[src/rtl/fsm_period_monitor.sv]
// Measures the cycle distance between successive terminal pulses of the sequence FSM,
// buffers the periods in a first-word-fall-through FIFO and flags illegal state codes.
//
// state      | meaning
// ST_IDLE    | counter held at 0, waiting for the first pulse to arm measurement
// ST_MEASURE | counting cycles since the last pulse; each further pulse pushes a period
module fsm_period_monitor #(
   parameter int CNT_W = 8,
   parameter int DEPTH = 4,
   parameter int LVL_W = 3
) (
   input  logic             clk,
   input  logic             rst,
   input  logic             y_in,
   input  logic [3:0]       ps_in,
   input  logic             clr,
   output logic [CNT_W-1:0] per_data,
   output logic             per_valid,
   input  logic             per_ready,
   output logic [LVL_W-1:0] level,
   output logic             overflow,
   output logic             sat,
   output logic             err_state
);

   localparam int PTR_W = (DEPTH > 1) ? $clog2(DEPTH) : 1;
   localparam logic [CNT_W-1:0] CNT_MAX  = '1;
   localparam logic [LVL_W-1:0] LVL_FULL = LVL_W'(DEPTH);

   typedef enum logic {
      ST_IDLE,
      ST_MEASURE
   } state_t;

   state_t             state_q, state_d;
   logic [CNT_W-1:0]   cnt_q, cnt_d;
   logic [PTR_W-1:0]   wr_ptr_q, wr_ptr_d;
   logic [PTR_W-1:0]   rd_ptr_q, rd_ptr_d;
   logic [LVL_W-1:0]   level_q, level_d;
   logic               ovf_q, ovf_d;
   logic               sat_q, sat_d;
   logic               err_q, err_d;
   logic [CNT_W-1:0]   mem_q [DEPTH];

   logic               push;
   logic               pop;
   logic               full;
   logic               push_ok;

   // clr masks both FIFO ports so that it wins over any same-cycle traffic
   assign push    = (state_q == ST_MEASURE) && y_in && !clr;
   assign pop     = per_valid && per_ready && !clr;
   assign full    = (level_q == LVL_FULL);
   assign push_ok = push && (!full || pop);

   assign per_valid = (level_q != '0);
   assign per_data  = mem_q[rd_ptr_q];
   assign level     = level_q;
   assign overflow  = ovf_q;
   assign sat       = sat_q;
   assign err_state = err_q;

   always_comb begin
      state_d  = state_q;
      cnt_d    = cnt_q;
      wr_ptr_d = wr_ptr_q;
      rd_ptr_d = rd_ptr_q;
      level_d  = level_q;
      ovf_d    = ovf_q;
      sat_d    = sat_q;
      err_d    = err_q;

      if (clr) begin
         state_d  = ST_IDLE;
         cnt_d    = '0;
         wr_ptr_d = '0;
         rd_ptr_d = '0;
         level_d  = '0;
         ovf_d    = 1'b0;
         sat_d    = 1'b0;
         err_d    = 1'b0;
      end else begin
         case (state_q)
            ST_IDLE: begin
               cnt_d = '0;
               if (y_in) begin
                  state_d = ST_MEASURE;
                  cnt_d   = CNT_W'(1);
               end
            end
            ST_MEASURE: begin
               if (y_in) begin
                  cnt_d = CNT_W'(1);
               end else if (cnt_q != CNT_MAX) begin
                  cnt_d = cnt_q + CNT_W'(1);
               end
            end
            default: begin
               state_d = ST_IDLE;
               cnt_d   = '0;
            end
         endcase

         if (push_ok) begin
            wr_ptr_d = wr_ptr_q + PTR_W'(1);
         end
         if (pop) begin
            rd_ptr_d = rd_ptr_q + PTR_W'(1);
         end
         case ({push_ok, pop})
            2'b10:   level_d = level_q + LVL_W'(1);
            2'b01:   level_d = level_q - LVL_W'(1);
            default: level_d = level_q;
         endcase

         if (push && full && !pop) begin
            ovf_d = 1'b1;
         end
         if (push && (cnt_q == CNT_MAX)) begin
            sat_d = 1'b1;
         end
         if (ps_in > 4'd9) begin
            err_d = 1'b1;
         end
      end
   end

   always_ff @(posedge clk or negedge rst) begin
      if (!rst) begin
         state_q  <= ST_IDLE;
         cnt_q    <= '0;
         wr_ptr_q <= '0;
         rd_ptr_q <= '0;
         level_q  <= '0;
         ovf_q    <= 1'b0;
         sat_q    <= 1'b0;
         err_q    <= 1'b0;
      end else begin
         state_q  <= state_d;
         cnt_q    <= cnt_d;
         wr_ptr_q <= wr_ptr_d;
         rd_ptr_q <= rd_ptr_d;
         level_q  <= level_d;
         ovf_q    <= ovf_d;
         sat_q    <= sat_d;
         err_q    <= err_d;
      end
   end

   // Storage is reset so that per_data reads 0 straight out of reset
   always_ff @(posedge clk or negedge rst) begin
      if (!rst) begin
         for (int i = 0; i < DEPTH; i++) begin
            mem_q[i] <= '0;
         end
      end else if (push_ok) begin
         mem_q[wr_ptr_q] <= cnt_q;
      end
   end

endmodule

[config.mk]
export PLATFORM = sky130hd
export DESIGN_NAME = fsm_period_monitor
export DESIGN_NICKNAME = d
export VERILOG_FILES = /design/src/rtl/fsm_period_monitor.sv
export SDC_FILE = /design/constraint.sdc
export NUM_CORES = 1
export LEC_CHECK = 0
export ABC_AREA = 1
export ABC_CLOCK_PERIOD_IN_PS = 1900
export CAP_MARGIN = 20
export CORE_ASPECT_RATIO = 1.75
export CORE_MARGIN = 10
export CORE_UTILIZATION = 40
export CTS_BUF_LIST = sky130_fd_sc_hd__clkbuf_4
export CTS_CLUSTER_DIAMETER = 30
export DETAILED_ROUTE_END_ITERATION = 6
export GPL_ROUTABILITY_DRIVEN = 0
export PLACE_DENSITY = 0.56
export SLEW_MARGIN = 20
export SYNTH_ARGS = -nofsm -noshare
export SYNTH_HDL_FRONTEND = slang
export SYNTH_SLANG_ARGS = --single-unit
[constraint.sdc]
create_clock -name clk -period 1.9 [get_ports clk]
set_input_delay 0.38 -clock clk [delete_from_list [all_inputs] [get_ports clk]]
set_output_delay 0.38 -clock clk [all_outputs]
set_load 0.03 [all_outputs]
==> reports/metrics.json <==
{
  "grt": {
    "grt_usage": 0.137,
    "grt_first_pass_wirelength_mm": 11.3,
    "grt_start_max_net_pins": 24,
    "vias_in_the_first_global_route": 2336,
    "initial_antenna_violation_count": 0,
    "grt_overflow_total": 0
  },
  "drt": {
    "remaining_antenna_violation_count": 0,
    "drt-pass1-iter-count": 4,
    "postRouteWirelength_mm": 6.66,
    "num_vias": 2300,
    "route.detailed.wl_per_inst_um": 15.2,
    "drt-initial-drc-count": 159,
    "maxUsedRoutingLayer": "met4",
    "detailroute.wirelength.met3_um": 311,
    "wl_met2_mm": 3.62,
    "wl_met1_mm": 2.65,
    "remaining_drc_errors": 0,
    "detail_route.vias_per_cell": 5.25
  },
  "placed_design": {
    "port_buffers": 22,
    "dp_worst_setup_slack_ns": -0.149,
    "post_dp_cell_area_um2": 3000,
    "post-dp-hpwl_mm": 4.93
  },
  "floorplan": {
    "die-area_um2": 10300,
    "core_area_um2": 6280,
    "rows": 38,
    "die_width_um": 81.1,
    "vertical_die_dimension_um": 127,
    "boundaryPins": 24,
    "floorplan.initialDensity": 0.416
  },
  "power": {
    "peakVddDrop_mv": 0.694,
    "power.density_cell_area_nw_per_um2": 963,
    "fin_total_pwr_w": 0.00300,
    "static-leakage-power_nw": 1.61
  },
  "sta": {
    "unrepaired_setup_endpoints_after_global_routing": "yes",
    "max-slew-margin-rel": 0.748,
    "skew_ns": 0.00984,
    "report.final.setup_viol": 0,
    "maxSlewViolCount": 0,
    "timing.final.ws_setup_ns": 0.0690,
    "max_clock_freq_mhz": 546,
    "worst-slew-pin-transition_ns": 0.378,
    "hold_viol": 0,
    "period_needed_ns": 1.83,
    "timing.final.crit_share": 0.964,
    "totalNegativeSetupSlack_ns": 0
  },
  "clock_tree": {
    "ctsHtreeMaxLevel": 2,
    "root_buffer": "clkbuf_4",
    "clk_transition_reported_paths_ns": 0.15,
    "clockBufferDepth": 2,
    "cts_made_buffers": 5,
    "clk-insertion-delay-late_ns": 0.37,
    "tritoncts": "done",
    "clock-sinks": 51
  },
  "synth": {
    "syn_area_per_cell_um2": 8.21,
    "synth-async-reset-ratio": 1.00,
    "ys_seq_area_frac": 0.489,
    "ys.warnings.count": 0,
    "ys_ff_latch": 51,
    "postSynthNetCount": 333,
    "ys_dominant_reg_cell": "dfrtp_1",
    "synthMostInstantiatedCell": "nand2_1",
    "netlist.top_cell.by_area": "dfrtp_1",
    "yosysTopAreaCellShare": 0.489,
    "synth_enable_flop_cells": 0,
    "ys_top_cells_by_area": "dfrtp_1, nand2_1, nand4_1, o21ai_0, nand3_1",
    "synthesis.area_um2": 2610,
    "ys_types": 26,
    "postSynthCellCount": 318,
    "yosys-top-cells-count": "nand2_1, dfrtp_1, nand4_1, nor2_1, o21ai_0"
  },
  "setup_path": {
    "crit-reg2reg-launch": "level[1]",
    "endpoint_kind": "primary output",
    "reg2reg_end": "level[2]",
    "worst_r2r_path_depth": 9,
    "critical_path_arrival_ns": 1.45,
    "startpoint": "rd_ptr_q[0]",
    "worst_setup_path_start_kind": "flop",
    "critical_path_class": "flop to primary output",
    "timing.critical_path.required_ns": 1.52,
    "worst-r2r-setup-slack_ns": 0.12,
    "critical_path.endpoint": "per_data[7]",
    "worstPathMaxFanout": 16
  },
  "worst_hold_path": {
    "hold_path.class": "primary input to async pin"
  },
  "status": {
    "run_status": "finished clean"
  },
  "final_layout": {
    "area_growth_syn_to_layout_pct": 19.5,
    "design.final.nets": 373,
    "layout-drive-gt1-share": 0.165,
    "final.fill_count": 654,
    "diodes": 0,
    "post_layout_util": 0.497,
    "finalInstanceArea_um2": 3120
  },
  "run": {
    "drv_cap": 0
  }
}
[worst min-delay path by stage]
stage	from	to	slack (ns)	cells past startpoint
3_3_place_gp	rst	mem_q[1]	0.24	1
4_1_cts	rst	mem_q[1]	0.37	2
5_1_grt	rst	mem_q[1]	0.39	2
2_1_floorplan	rst	cnt_q[0]	0.08	0
3_5_place_dp	rst	mem_q[1]	0.24	1
6_report	rst	mem_q[1]	0.37	2
[sequential cells by signal (all words and copies together) (netlist names)]
name       count
mem_q         32
cnt_q          8
level          3
rd_ptr_q       2
wr_ptr_q       2
err_state      1
overflow       1
sat            1
state_q        1
[area by class of cell]
cell class	count	area, um^2	area share
flip-flops and latches	51	1280	0.411
multi-input cells	226	1160	0.371
repair buffers	51	447	0.143
well taps	80	100	0.0321
inverters	23	88.8	0.0285
clock buffers	5	37.5	0.0120
clock inverters	2	8.76	0.00281
[placed cells by master (no fill, tap or decap), types with 4 or more instances in the layout]
cell type | Yosys | layout
dfrtp_1 | 51 | 47
nand4_1 | 35 | 35
nand3_1 | 19 | 19
nor2_1 | 23 | 23
ha_1 | 5 | 5
o21ai_0 | 23 | 18
o21ai_1 | 0 | 5
dfrtp_2 | 0 | 4
o22ai_1 | 8 | 8
inv_1 | 22 | 20
clkdlybuf4s50_1 | 0 | 9
nand2_1 | 91 | 91
clkbuf_4 | 0 | 5
a21oi_1 | 6 | 6
buf_4 | 1 | 32
nand3_2 | 4 | 4
[worst max-delay path, cell delays in order, from the launching register on]
cell and delay [ns]:
dfrtp_2 0.46, inv_2 0.08, buf_12 0.14, o21ai_0 0.09
o22ai_1 0.13, buf_4 0.19
[per-layer routing]
layer / vias to the layer above / global-route usage
li1: 1154 / -
met4: 0 / 0.0399
met5: - / 0
met1: 1092 / 0.157
met2: 47 / 0.243
met3: 7 / 0.0311
[timing repair]
| action | CTS | global route |
|---|---|---|
| buffers inserted | 1 | 3 |
| hold buffers | 1 | 0 |
| pin swaps | 1 | 2 |
| endpoints found under the hold margin | 6 | 0 |
| resized for setup | 10 | 13 |
| endpoints found under the setup margin | 11 | 11 |
[stage by stage]
stage | hold WS (ns) | instances
2_1_floorplan | 0.0844 | 318
3_3_place_gp | 0.242 | 426
3_5_place_dp | 0.241 | 426
4_1_cts | 0.370 | 435
5_1_grt | 0.385 | 438
6_report | 0.366 | 438
[logic make-up (layout without fill, tap and decap cells)]
| group | count (synthesis) | after routing | share of synthesized area |
|---|---|---|---|
| AO/OA/AOI/OAI | 43 | 43 | 0.0920 |
| adder cells (fa/ha/maj) | 6 | 6 | 0.0316 |
| flip-flops | 51 | 51 | 0.489 |
| AND/OR/NAND/NOR | 176 | 176 | 0.309 |
| XOR/XNOR | 1 | 1 | 0.00335 |
| buffers and inverters | 41 | 81 | 0.0752 |
[power by group]
| group | leakage (nW) | switching [W] | internal [W] |
|---|---|---|---|
| clock network | 0.0285 | 0.000334 | 0.000132 |
| logic | 0.886 | 0.000787 | 0.000501 |
| registers | 0.696 | 0.0000881 | 0.00116 |
| total | 1.61 | 0.00121 | 0.00179 |
Power figures use the tool's default switching activity.
